### config.mk
export PLATFORM = sky130hd
export DESIGN_NAME = param_updown_counter
export DESIGN_NICKNAME = d
export VERILOG_FILES = /design/src/rtl/param_updown_counter_pkg.sv /design/src/rtl/param_updown_counter.sv
export SDC_FILE = /design/constraint.sdc
export NUM_CORES = 1
export LEC_CHECK = 0
export BUFFER_PORTS_ARGS = -buffer_cell sky130_fd_sc_hd__buf_2
export CORE_MARGIN = 4
export CORE_UTILIZATION = 40
export DETAILED_ROUTE_END_ITERATION = 6
export GPL_TIMING_DRIVEN = 0
export PLACE_DENSITY = 0.65
export SYNTH_ARGS = -nofsm -noshare
export SYNTH_HDL_FRONTEND = slang
export SYNTH_SLANG_ARGS = --single-unit
export TNS_END_PERCENT = 5
### constraint.sdc
create_clock -name clk -period 4.4 [get_ports clk]
set_input_delay 0.22 -clock clk [delete_from_list [all_inputs] [get_ports clk]]
set_output_delay 0.22 -clock clk [all_outputs]
set_load 0.05 [all_outputs]
### src/rtl/param_updown_counter_pkg.sv
// Shared encodings for the parametrised up/down counter.
package param_updown_counter_pkg;

    // Terminal-count behaviour selected by the mode input
    localparam logic [1:0] MODE_WRAP    = 2'b00;
    localparam logic [1:0] MODE_SAT     = 2'b01;
    localparam logic [1:0] MODE_RELOAD  = 2'b10;
    localparam logic [1:0] MODE_ONESHOT = 2'b11;

    // Run-control FSM states
    typedef enum logic [1:0] {
        IDLE = 2'b00,
        RUN  = 2'b01,
        DONE = 2'b10
    } state_t;

endpackage : param_updown_counter_pkg

### src/rtl/param_updown_counter.sv
// Parametrised loadable up/down counter with terminal-count modes,
// a registered terminal-count pulse and a small run-control FSM.
module param_updown_counter
    import param_updown_counter_pkg::*;
#(
    parameter int unsigned      WIDTH   = 8,
    parameter logic [WIDTH-1:0] RST_VAL = '0
) (
    input  logic             clk,
    input  logic             rst,
    input  logic             load,
    input  logic [WIDTH-1:0] data,
    input  logic             en,
    input  logic             up,
    input  logic [1:0]       mode,
    output logic [WIDTH-1:0] count,
    output logic             tc,
    output logic             busy
);

    state_t           state_q, state_d;
    logic [WIDTH-1:0] count_q, count_d;
    logic [WIDTH-1:0] reload_q, reload_d;
    logic             tc_q, tc_d;
    logic             busy_q, busy_d;

    logic [WIDTH-1:0] term_c;
    logic [WIDTH-1:0] step_c;
    logic             at_term_c;
    logic             step_hits_term_c;

    // Terminal value follows the current direction; plain +/-1 step modulo 2^WIDTH
    always_comb begin
        term_c           = up ? {WIDTH{1'b1}} : {WIDTH{1'b0}};
        step_c           = up ? (count_q + WIDTH'(1)) : (count_q - WIDTH'(1));
        at_term_c        = (count_q == term_c);
        step_hits_term_c = (step_c == term_c);
    end

    // Next-state, next-count and terminal-pulse decode
    always_comb begin
        state_d  = state_q;
        count_d  = count_q;
        reload_d = reload_q;
        tc_d     = 1'b0;

        case (state_q)
            IDLE: begin
                if (load) begin
                    state_d  = RUN;
                    count_d  = data;
                    reload_d = data;
                end
            end

            RUN: begin
                if (load) begin
                    count_d  = data;
                    reload_d = data;
                end else if (en) begin
                    if (!at_term_c) begin
                        count_d = step_c;
                        tc_d    = step_hits_term_c;
                        if ((mode == MODE_ONESHOT) && step_hits_term_c) begin
                            state_d = DONE;
                        end
                    end else begin
                        case (mode)
                            MODE_WRAP: begin
                                // Modulo step from the terminal never lands on it again
                                count_d = step_c;
                            end
                            MODE_SAT: begin
                                count_d = count_q;
                            end
                            MODE_RELOAD: begin
                                count_d = reload_q;
                                tc_d    = (reload_q == term_c);
                            end
                            default: begin
                                // One-shot already sitting on terminal: stop the run
                                state_d = DONE;
                            end
                        endcase
                    end
                end
            end

            DONE: begin
                if (load) begin
                    state_d  = RUN;
                    count_d  = data;
                    reload_d = data;
                end
            end

            default: begin
                state_d = IDLE;
            end
        endcase

        busy_d = (state_d == RUN);
    end

    // State and output registers; synchronous reset discards any run in progress
    always_ff @(posedge clk) begin
        if (rst) begin
            state_q  <= IDLE;
            count_q  <= RST_VAL;
            reload_q <= RST_VAL;
            tc_q     <= 1'b0;
            busy_q   <= 1'b0;
        end else begin
            state_q  <= state_d;
            count_q  <= count_d;
            reload_q <= reload_d;
            tc_q     <= tc_d;
            busy_q   <= busy_d;
        end
    end

    assign count = count_q;
    assign tc    = tc_q;
    assign busy  = busy_q;

endmodule : param_updown_counter
==> results.sh, run 1 <==
export IMPL_status="complete, no violations"
export IMPL_critical_path_class="primary input to register"
export IMPL_relSlewSlack=0.683
export IMPL_die_y_um=69.4
export IMPL_syn_area_um2=1510
export IMPL_netSwitchingFraction=0.408
export IMPL_cts_tree="built"
export IMPL_cts_resized=0
export IMPL_cts_buffer_depth=2
export IMPL_synth_net_count=214
export IMPL_reg2reg_depth=9
export IMPL_p_sw_mw=0.247
export IMPL_fin_tns_setup_ps=0
export IMPL_yosys_top_cells_area="dfxtp_1 27%, nand2_1 7.7%, a21oi_1 6.0%"
export IMPL_synth_edf_count=0
export IMPL_finClkSkew_ps=0.456
export IMPL_ant_nets=0
export IMPL_p_seq_frac=0.364
export IMPL_synth_warnings=0
export IMPL_ys_types=47
export IMPL_dp_hpwl_mm=2.81
export IMPL_io_pins=25
export IMPL_grt_pass1_vias=1306
export IMPL_post_route_period_util=0.596
export IMPL_synthTopCellsByCount="31 x nand2_1, 22 x nor2_1, 20 x dfxtp_1"
export IMPL_ys_ff_latch=20
export IMPL_rows=22
export IMPL_peakVddDrop_mv=0.202
export IMPL_required_ps=4580
export IMPL_antenna_found_initial=0
export IMPL_yosysMostFrequentCell="nand2_1"
export IMPL_via_count=1438
export IMPL_max_clock_freq_mhz=381
export IMPL_power_leakage_nw=0.677
export IMPL_fin_nets=243
export IMPL_n_antenna_cell=0
export IMPL_cts_root_buf="clkbuf_8"
export IMPL_r2r_end="state_q[1]"
export IMPL_drtPass1Iterations=4
export IMPL_initial_core_util=0.412
export IMPL_grt_usage=0.150
export IMPL_ys_flop_type="dfxtp_1"
export IMPL_layout_drive_gt1_share=0.192
export IMPL_clkTransAtPathRegs_ps=70
export IMPL_timing_final_max_slew_violations=0
export IMPL_hold_class="primary input to register"
export IMPL_cts_inserted_buffers=3
export IMPL_yosysSeqAreaShare=0.265
export IMPL_fill_cells=379
export IMPL_cts_max_level=1
export IMPL_cts_hold_buf=0
export IMPL_p_int_mw=0.359
export IMPL_syn_to_final_growth_pct=14.7
export IMPL_p_per_area_nw_per_um2=350
export IMPL_power_mw=0.606
export IMPL_setup_viol=0
export IMPL_rrSetupSlack_ps=1840
export IMPL_drc=0
export IMPL_async_reset_ff_frac=0
export IMPL_final_area_um2=1730
export IMPL_hold_viol_final=0
export IMPL_hold_depth=3
export IMPL_postSynthAreaPerCell_um2=7.86
export IMPL_maxCapViolCount=0
export IMPL_core_region_area_um2=3660
export IMPL_port_buffers=24
export IMPL_viasPerCell=5.39
export IMPL_gr_total_overflow=0
export IMPL_place_congestion=0.827
export IMPL_rsz0062_at_grt="no"
export IMPL_synth_top_cell_area_share=0.265
export IMPL_grt_pass1_wl_mm=6.03
export IMPL_grt_max_degree=11
export IMPL_wl_per_cell_um=13.4
export IMPL_routed_wl_mm=3.59
export IMPL_yosys_area_top_type="dfxtp_1"
export IMPL_min_to="reload_q[2]"
export IMPL_worstSkewPairLatency_ps=260
export IMPL_cp_arrival_ps=2810
export IMPL_cts_sinks=20
export IMPL_hp_start="data[2]"
export IMPL_min_period_ps=2620
export IMPL_dieArea_um2=4820
export IMPL_syn_instance_count=192
export IMPL_r2r_start="count[0]"
export IMPL_placed_area_um2=1690
export IMPL_cp_end_kind="register"
export IMPL_crit_fanout=10
export IMPL_die_w_um=69.4
export IMPL_dr_first_iter_drc_count=140
export IMPL_power_share_clock=0.198
export IMPL_combinationalPowerShare=0.439
export IMPL_critPathLaunchType="primary input"
export IMPL_cts_setup_buffers=0
export IMPL_tightest_slew_ps=475
## per-stage QoR
stage               utilization  setup slack (ps)  hold WS (ps)  std cells
detailed placement        0.461              1540           484        264
floorplan                     -              1790           355        192
global placement          0.461              1530           479        264
CTS                       0.473              1810           206        267
global route              0.473              1540           219        267
finish                    0.473              1780           208        267
## layout make-up
class                      instances  area, µm²  share of cell area
sequential                        20        400               0.231
multi-input combinational        157       1010               0.582
tap                               48       60.1              0.0347
inverter                           8       30.0              0.0174
timing repair buffer              24        120              0.0694
clock buffer                       3       41.3              0.0239
buffer                             7       71.3              0.0412
## flip-flops by register name, summed over array words and instances (netlist names)
| register | flops |
|---|---|
| busy | 1 |
| reload_q | 8 |
| count | 8 |
| state_q | 2 |
| tc | 1 |
## per-layer routing
metal  track usage  vias to the layer above  wire length [µm]
met5             0                        -                 0
met4        0.0260                        0                36
met3        0.0362                        4               147
met2         0.243                       32              1620
met1         0.203                      654              1790
li1              -                      748                 -
## critical path, cell delays in order
cell and delay (ps):
buf_2 120, buf_2 220, inv_1 160, ha_1 450, nand4_1 280, a21oi_1 220, nor3_1 90, xnor2_1 190
or4b_1 530, a21o_1 170, a21oi_1 140
## power by group through the flow
stage / combinational (mW) / clock [mW] / sequential, mW
after global placement: 0.262 / 0 / 0.225
after global routing: 0.296 / 0.131 / 0.223
final: 0.266 / 0.120 / 0.220
after detailed placement: 0.264 / 0 / 0.225
after floorplan: 0.169 / 0 / 0.261
after CTS: 0.265 / 0.123 / 0.221
## cell usage in the layout (no fill, tap or decap), types with 2 or more instances in the layout
master	count
a211oi_2	2
xnor2_1	3
a21o_1	3
nand4_1	2
nor3_1	7
o21ai_0	7
buf_2	25
nor4_1	5
a31oi_1	3
nor2b_1	3
a211oi_1	7
nor2_1	22
nand3b_1	2
a21oi_1	18
nand2b_1	2
buf_6	2
nor3b_1	2
clkbuf_8	5
dfxtp_1	20
nand3_1	5
inv_1	8
nand2_1	31
a21oi_2	2
mux2i_1	5
ha_1	6
## cells by family (layout without fill, tap and decap cells)
kind of cell | Yosys count | after routing | synth area share
buffers and inverters | 15 | 42 | 0.0672
adder cells (fa/ha/maj) | 7 | 7 | 0.0630
flip-flops | 20 | 20 | 0.265
AO/OA/AOI/OAI | 52 | 52 | 0.261
XOR/XNOR | 4 | 4 | 0.0232
AND/OR/NAND/NOR | 88 | 88 | 0.279
multiplexers | 6 | 6 | 0.0406
## worst max path at each step
| stage | startpoint | to | slack, ps | depth (start not counted) |
|---|---|---|---|---|
| after floorplan | count[0] | tc | 1790 | 9 |
| after global placement | up | tc | 1530 | 11 |
| after detailed placement | up | tc | 1540 | 11 |
| after CTS | up | tc | 1810 | 11 |
| after global routing | up | count[4] | 1540 | 11 |
| final | up | tc | 1780 | 11 |
Power figures use the tool's default switching activity.
==> run 2: changes to the inputs <==
==> constraint.sdc (replaced) <==
create_clock -name clk -period 2.55 [get_ports clk]
set_input_delay 0.1275 -clock clk [delete_from_list [all_inputs] [get_ports clk]]
set_output_delay 0.1275 -clock clk [all_outputs]
set_load 0.05 [all_outputs]
==> run 2 against run 1 <==
Core utilization grew 1.6 points. Sequential cell count is the same. Register-to-register slack lost 1700 ps. Setup slack lost 1700 ps. Total power grew 78%. Clock skew grew 4.8 ps. Via count grew 2.5%. Routed wire length grew 9.1%. First-iteration DRC count shrank 30%.
==> results.sh, run 2 (same netlist as run 1, synthesis figures left out) <==
export IMPL_grt_pass1_vias=1335
export IMPL_dp_cells=264
export IMPL_place_congestion=0.789
export IMPL_grt_use_met2=0.267
export IMPL_die_y_um=69.4
export IMPL_min_period_ps=2460
export IMPL_rows=22
export IMPL_grt_util_met3=0.0333
export IMPL_fin_ws_ps=88.7
export IMPL_drtPass1Iterations=4
export IMPL_ant_nets=0
export IMPL_timing_final_max_slew_violations=0
export IMPL_final_common_cell="nand2_1"
export IMPL_crit_path_max_incr_delay_ps=470
export IMPL_status="complete, no violations"
export IMPL_cts_sinks=20
export IMPL_cpMaxStageDelayCell="or4b_1"
export IMPL_routed_wl_mm=3.91
export IMPL_viasPerCell=5.48
export IMPL_antenna_found_initial=0
export IMPL_dr_first_iter_drc_count=98
export IMPL_cts_tree="built"
export IMPL_relSlewSlack=0.694
export IMPL_placed_area_um2=1690
export IMPL_final_cells=269
export IMPL_cts_max_level=1
export IMPL_required_ps=2730
export IMPL_cts_root_buf="clkbuf_8"
export IMPL_maxCapViolCount=0
export IMPL_n_antenna_cell=0
export IMPL_syn_to_final_growth_pct=18.7
export IMPL_p_per_area_nw_per_um2=602
export IMPL_dp_hpwl_mm=2.95
export IMPL_initial_core_util=0.412
export IMPL_grt_max_degree=11
export IMPL_wl_per_cell_um=14.6
export IMPL_rsz0062_at_grt="yes"
export IMPL_peakVddDrop_mv=0.310
export IMPL_worstSkewPairLatency_ps=260
export IMPL_via_count=1474
export IMPL_hold_depth=3
export IMPL_cts_buffer_depth=2
export IMPL_cts_inserted_buffers=3
export IMPL_reg2reg_depth=8
export IMPL_hold_class="primary input to register"
export IMPL_die_w_um=69.4
export IMPL_io_pins=25
export IMPL_dp_slack_ps=-209
export IMPL_core_region_area_um2=3660
export IMPL_grt_pass1_wl_mm=6.33
export IMPL_fin_nets=245
export IMPL_grt_busiest_layer="met2"
export IMPL_layout_common_cells="31 x nand2_1, 24 x buf_2, 21 x nor2_1"
export IMPL_cp_end_kind="register"
export IMPL_final_util=0.489
export IMPL_hold_viol_final=0
export IMPL_critPathLaunchType="primary input"
export IMPL_cts_hold_buf=0
export IMPL_clkTransAtPathRegs_ps=70
export IMPL_max_clock_freq_mhz=406
export IMPL_power_mw=1.08
export IMPL_tightest_slew_ps=459
export IMPL_crit_fanout=10
export IMPL_drc=0
export IMPL_grt_usage=0.160
export IMPL_use_met1=0.211
export IMPL_post_route_period_util=0.965
export IMPL_gr_total_overflow=0
export IMPL_critical_path_depth=11
export IMPL_power_leakage_nw=0.686
export IMPL_dieArea_um2=4820
export IMPL_crit_buf_inv=3
export IMPL_critical_path_class="primary input to register"
export IMPL_path_delay_family="simple AND/OR/NAND/NOR gates"
export IMPL_cp_arrival_ps=2650
export IMPL_layout_drive_gt1_share=0.244
export IMPL_port_buffers=24
export IMPL_setup_viol=0
export IMPL_cp_cell_sequence="buf_2 -> buf_4 -> clkinvlp_4 -> ha_2 -> nor2b_2 -> o31a_1 -> mux2_2 -> nor2_2 -> or4b_1 -> a21o_1 -> a21oi_1"
export IMPL_finClkSkew_ps=5.28
export IMPL_final_area_um2=1790
[run 2: cell count changes in the layout (fill, tap and decap cells not counted), sizes merged]
cell,before,now
buf,28,30
clkinvlp,0,1
inv,8,7
[run 2: where the power goes]
group	switching [mW]	internal, mW	total [mW]
clock	0.104	0.105	0.209
sequential	0.0386	0.345	0.383
combinational	0.301	0.184	0.485
total	0.444	0.634	1.08
[run 2: area by class of cell]
cell class	count	area (µm²)
plain buffers	7	73.8
clock buffers	3	41.3
fillers	370	1870
inverters	8	33.8
multi-input cells	157	1040
flip-flops and latches	20	404
well taps	48	60.1
repair buffers	26	135
[run 2: final timing paths]
check,from,end,slack [ps]
setup reg to reg,count[2],tc,130
hold / removal,data[0],reload_q[0],120
hold reg to reg,reload_q[6],reload_q[6],500
setup / recovery,up,tc,90
[run 2: routing by layer]
metal,up-vias,share of wire
met5,-,0
li1,754,-
met1,685,0.47
met4,0,0.012
met2,29,0.48
met3,6,0.034
[run 2: worst register-to-register path, stage by stage (launching register included)]
cell	delay, ps
dfxtp_1	370
ha_2	320
nor2b_2	170
o31a_1	350
mux2_2	280
nor2_2	60
or4b_1	470
a21o_1	170
a21oi_1	150
[run 2: metrics by stage]
stage	hold WS (ps)	TNS, ps
2_1_floorplan	262	0
3_3_place_gp	384	-1400
3_5_place_dp	391	-1340
4_1_cts	112	0
5_1_grt	118	-49.6
6_report	115	0
[run 2: what timing repair did]
action,CTS,global route
setup buffers,0,2
setup endpoints to repair,0,12
resized for setup,0,13
==> run 3: changes to the inputs <==
--- a/config.mk
+++ b/config.mk
@@ -9,7 +9,6 @@
 export CORE_MARGIN = 4
 export CORE_UTILIZATION = 40
 export DETAILED_ROUTE_END_ITERATION = 6
-export GPL_TIMING_DRIVEN = 0
 export PLACE_DENSITY = 0.65
 export SYNTH_ARGS = -nofsm -noshare
 export SYNTH_HDL_FRONTEND = slang
==> run 3 against run 2 <==
Sequential power about the same. Clock power increased by 16%. Total power increased by 3.5%. Setup slack improved by 28 ps. Routed wire length decreased by 3.4%. Hold slack about the same. Critical path depth decreased by 2. First-iteration DRC count decreased by 19%. Final cell count increased by 1.1%. Sequential cell count unchanged. Die area unchanged. Critical path type is now register to register. Largest power group unchanged.
==> results.sh, run 3 (same netlist as run 1, synthesis figures left out) <==
export IMPL_relSlewSlack=0.718
export IMPL_die_w_um=69.4
export IMPL_routed_wl_mm=3.78
export IMPL_p_sw_mw=0.441
export IMPL_grt_busiest_layer="met2"
export IMPL_grt_pass1_wl_mm=6.35
export IMPL_core_region_area_um2=3660
export IMPL_worstSkewPairLatency_ps=260
export IMPL_cts_inserted_buffers=3
export IMPL_status="complete, no violations"
export IMPL_whs_ps=116
export IMPL_io_pins=25
export IMPL_grt_usage=0.158
export IMPL_critPathLaunchType="register"
export IMPL_finClkSkew_ps=3.93
export IMPL_layout_drive_gt1_share=0.232
export IMPL_hold_class="primary input to register"
export IMPL_power_share_clock=0.217
export IMPL_wl_per_cell_um=13.9
export IMPL_final_common_cell="nand2_1"
export IMPL_syn_to_final_growth_pct=17.9
export IMPL_cts_buffer_depth=2
export IMPL_p_per_area_nw_per_um2=627
export IMPL_cts_sinks=20
export IMPL_cp_arrival_ps=2620
export IMPL_setup_viol=0
export IMPL_post_route_period_util=0.954
export IMPL_fin_nets=247
export IMPL_cts_max_level=1
export IMPL_fill_cells=380
export IMPL_dp_hpwl_mm=2.95
export IMPL_grt_use_met2=0.271
export IMPL_ant_nets=0
export IMPL_netSwitchingFraction=0.395
export IMPL_place_congestion=0.934
export IMPL_min_period_ps=2430
export IMPL_r2r_start="count[2]"
export IMPL_cts_root_buf="clkbuf_8"
export IMPL_gr_total_overflow=0
export IMPL_initial_core_util=0.412
export IMPL_drc=0
export IMPL_crit_start="count[2]"
export IMPL_grt_max_degree=22
export IMPL_crit_fanout=5
export IMPL_critical_path_class="register to register"
export IMPL_drtPass1Iterations=4
export IMPL_use_met1=0.210
export IMPL_cts_tree="built"
export IMPL_port_buffers=24
export IMPL_hp_start="data[0]"
export IMPL_via_count=1509
export IMPL_grt_pass1_vias=1370
export IMPL_rsz0062_at_grt="no"
export IMPL_maxCapViolCount=0
export IMPL_rows=22
export IMPL_viasPerCell=5.55
export IMPL_fin_tns_setup_ps=0
export IMPL_timing_final_max_slew_violations=0
export IMPL_grt_util_met3=0.0333
export IMPL_required_ps=2730
export IMPL_die_y_um=69.4
export IMPL_peakVddDrop_mv=0.519
export IMPL_dieArea_um2=4820
export IMPL_p_seq_frac=0.341
export IMPL_clkTransAtPathRegs_ps=80
export IMPL_dr_first_iter_drc_count=79
export IMPL_cp_end_kind="register"
export IMPL_p_int_mw=0.675
export IMPL_hold_viol_final=0
export IMPL_tightest_slew_ps=422
export IMPL_max_clock_freq_mhz=411
export IMPL_combinationalPowerShare=0.442
export IMPL_n_antenna_cell=0
export IMPL_cts_hold_buf=0
export IMPL_antenna_found_initial=0
export IMPL_power_leakage_nw=0.702
export IMPL_layout_common_cells="31 x nand2_1, 24 x buf_2, 21 x nor2_1"
run 3: changes by cell type in the layout (fill, tap and decap cells not counted), moves of 2 or more:
cell and delta:
buf_6 -2, ha_1 +3, buf_4 +6, ha_2 -3
run 3: final timing paths:
kind / cells past startpoint / slack, ps / to
worst min-delay path: 3 / 120 / reload_q[0]
worst min register to register: 2 / 500 / reload_q[6]
worst max register to register: 9 / 120 / tc
worst max-delay path: 9 / 120 / tc
run 3: cell type report:
| type | instances | area, µm² | area share |
|---|---|---|---|
| sequential | 20 | 404 | 0.227 |
| clock buffer | 4 | 55.1 | 0.0309 |
| inverter | 8 | 30.0 | 0.0169 |
| timing repair buffer | 35 | 215 | 0.121 |
| tap | 48 | 60.1 | 0.0338 |
| multi-input combinational | 157 | 1010 | 0.570 |
run 3: repair_timing:
item                       in CTS  in global routing
setup endpoints to repair       0                  4
resized for setup               0                  4
buffers inserted                0                  1
run 3: routing by layer:
metal | share of wire | vias to the layer above
met5 | 0 | -
met3 | 0.047 | 5
met1 | 0.47 | 700
li1 | - | 759
met2 | 0.48 | 45
met4 | 0.0066 | 0
run 3: metrics by stage:
stage | area, µm² | std cells | power [mW] | utilization | setup WS [ps]
after floorplan | 1510 | 192 | 0.742 | - | 41.8
after global placement | 1710 | 267 | 0.874 | 0.466 | 54.3
after detailed placement | 1710 | 267 | 0.871 | 0.466 | 43.8
final | 1780 | 272 | 1.12 | 0.486 | 117
after global routing | 1780 | 272 | 1.19 | 0.486 | 2.30
after CTS | 1760 | 271 | 1.11 | 0.481 | 11.6
run 3: worst max-delay path, cell delays in order, from the launching register on:
cell and delay (ps):
dfxtp_1 340, ha_1 360, nor2b_2 190, o31a_1 330, buf_4 150, a21oi_2 120
nand2_1 60, or4b_1 510, a21o_1 170, a21oi_1 130
run 3: power by group through the flow:
stage	clock, mW	combinational [mW]	sequential, mW
2_1_floorplan	0	0.291	0.451
3_3_place_gp	0	0.484	0.390
3_5_place_dp	0	0.482	0.389
4_1_cts	0.247	0.485	0.382
5_1_grt	0.265	0.542	0.386
6_report	0.242	0.493	0.381
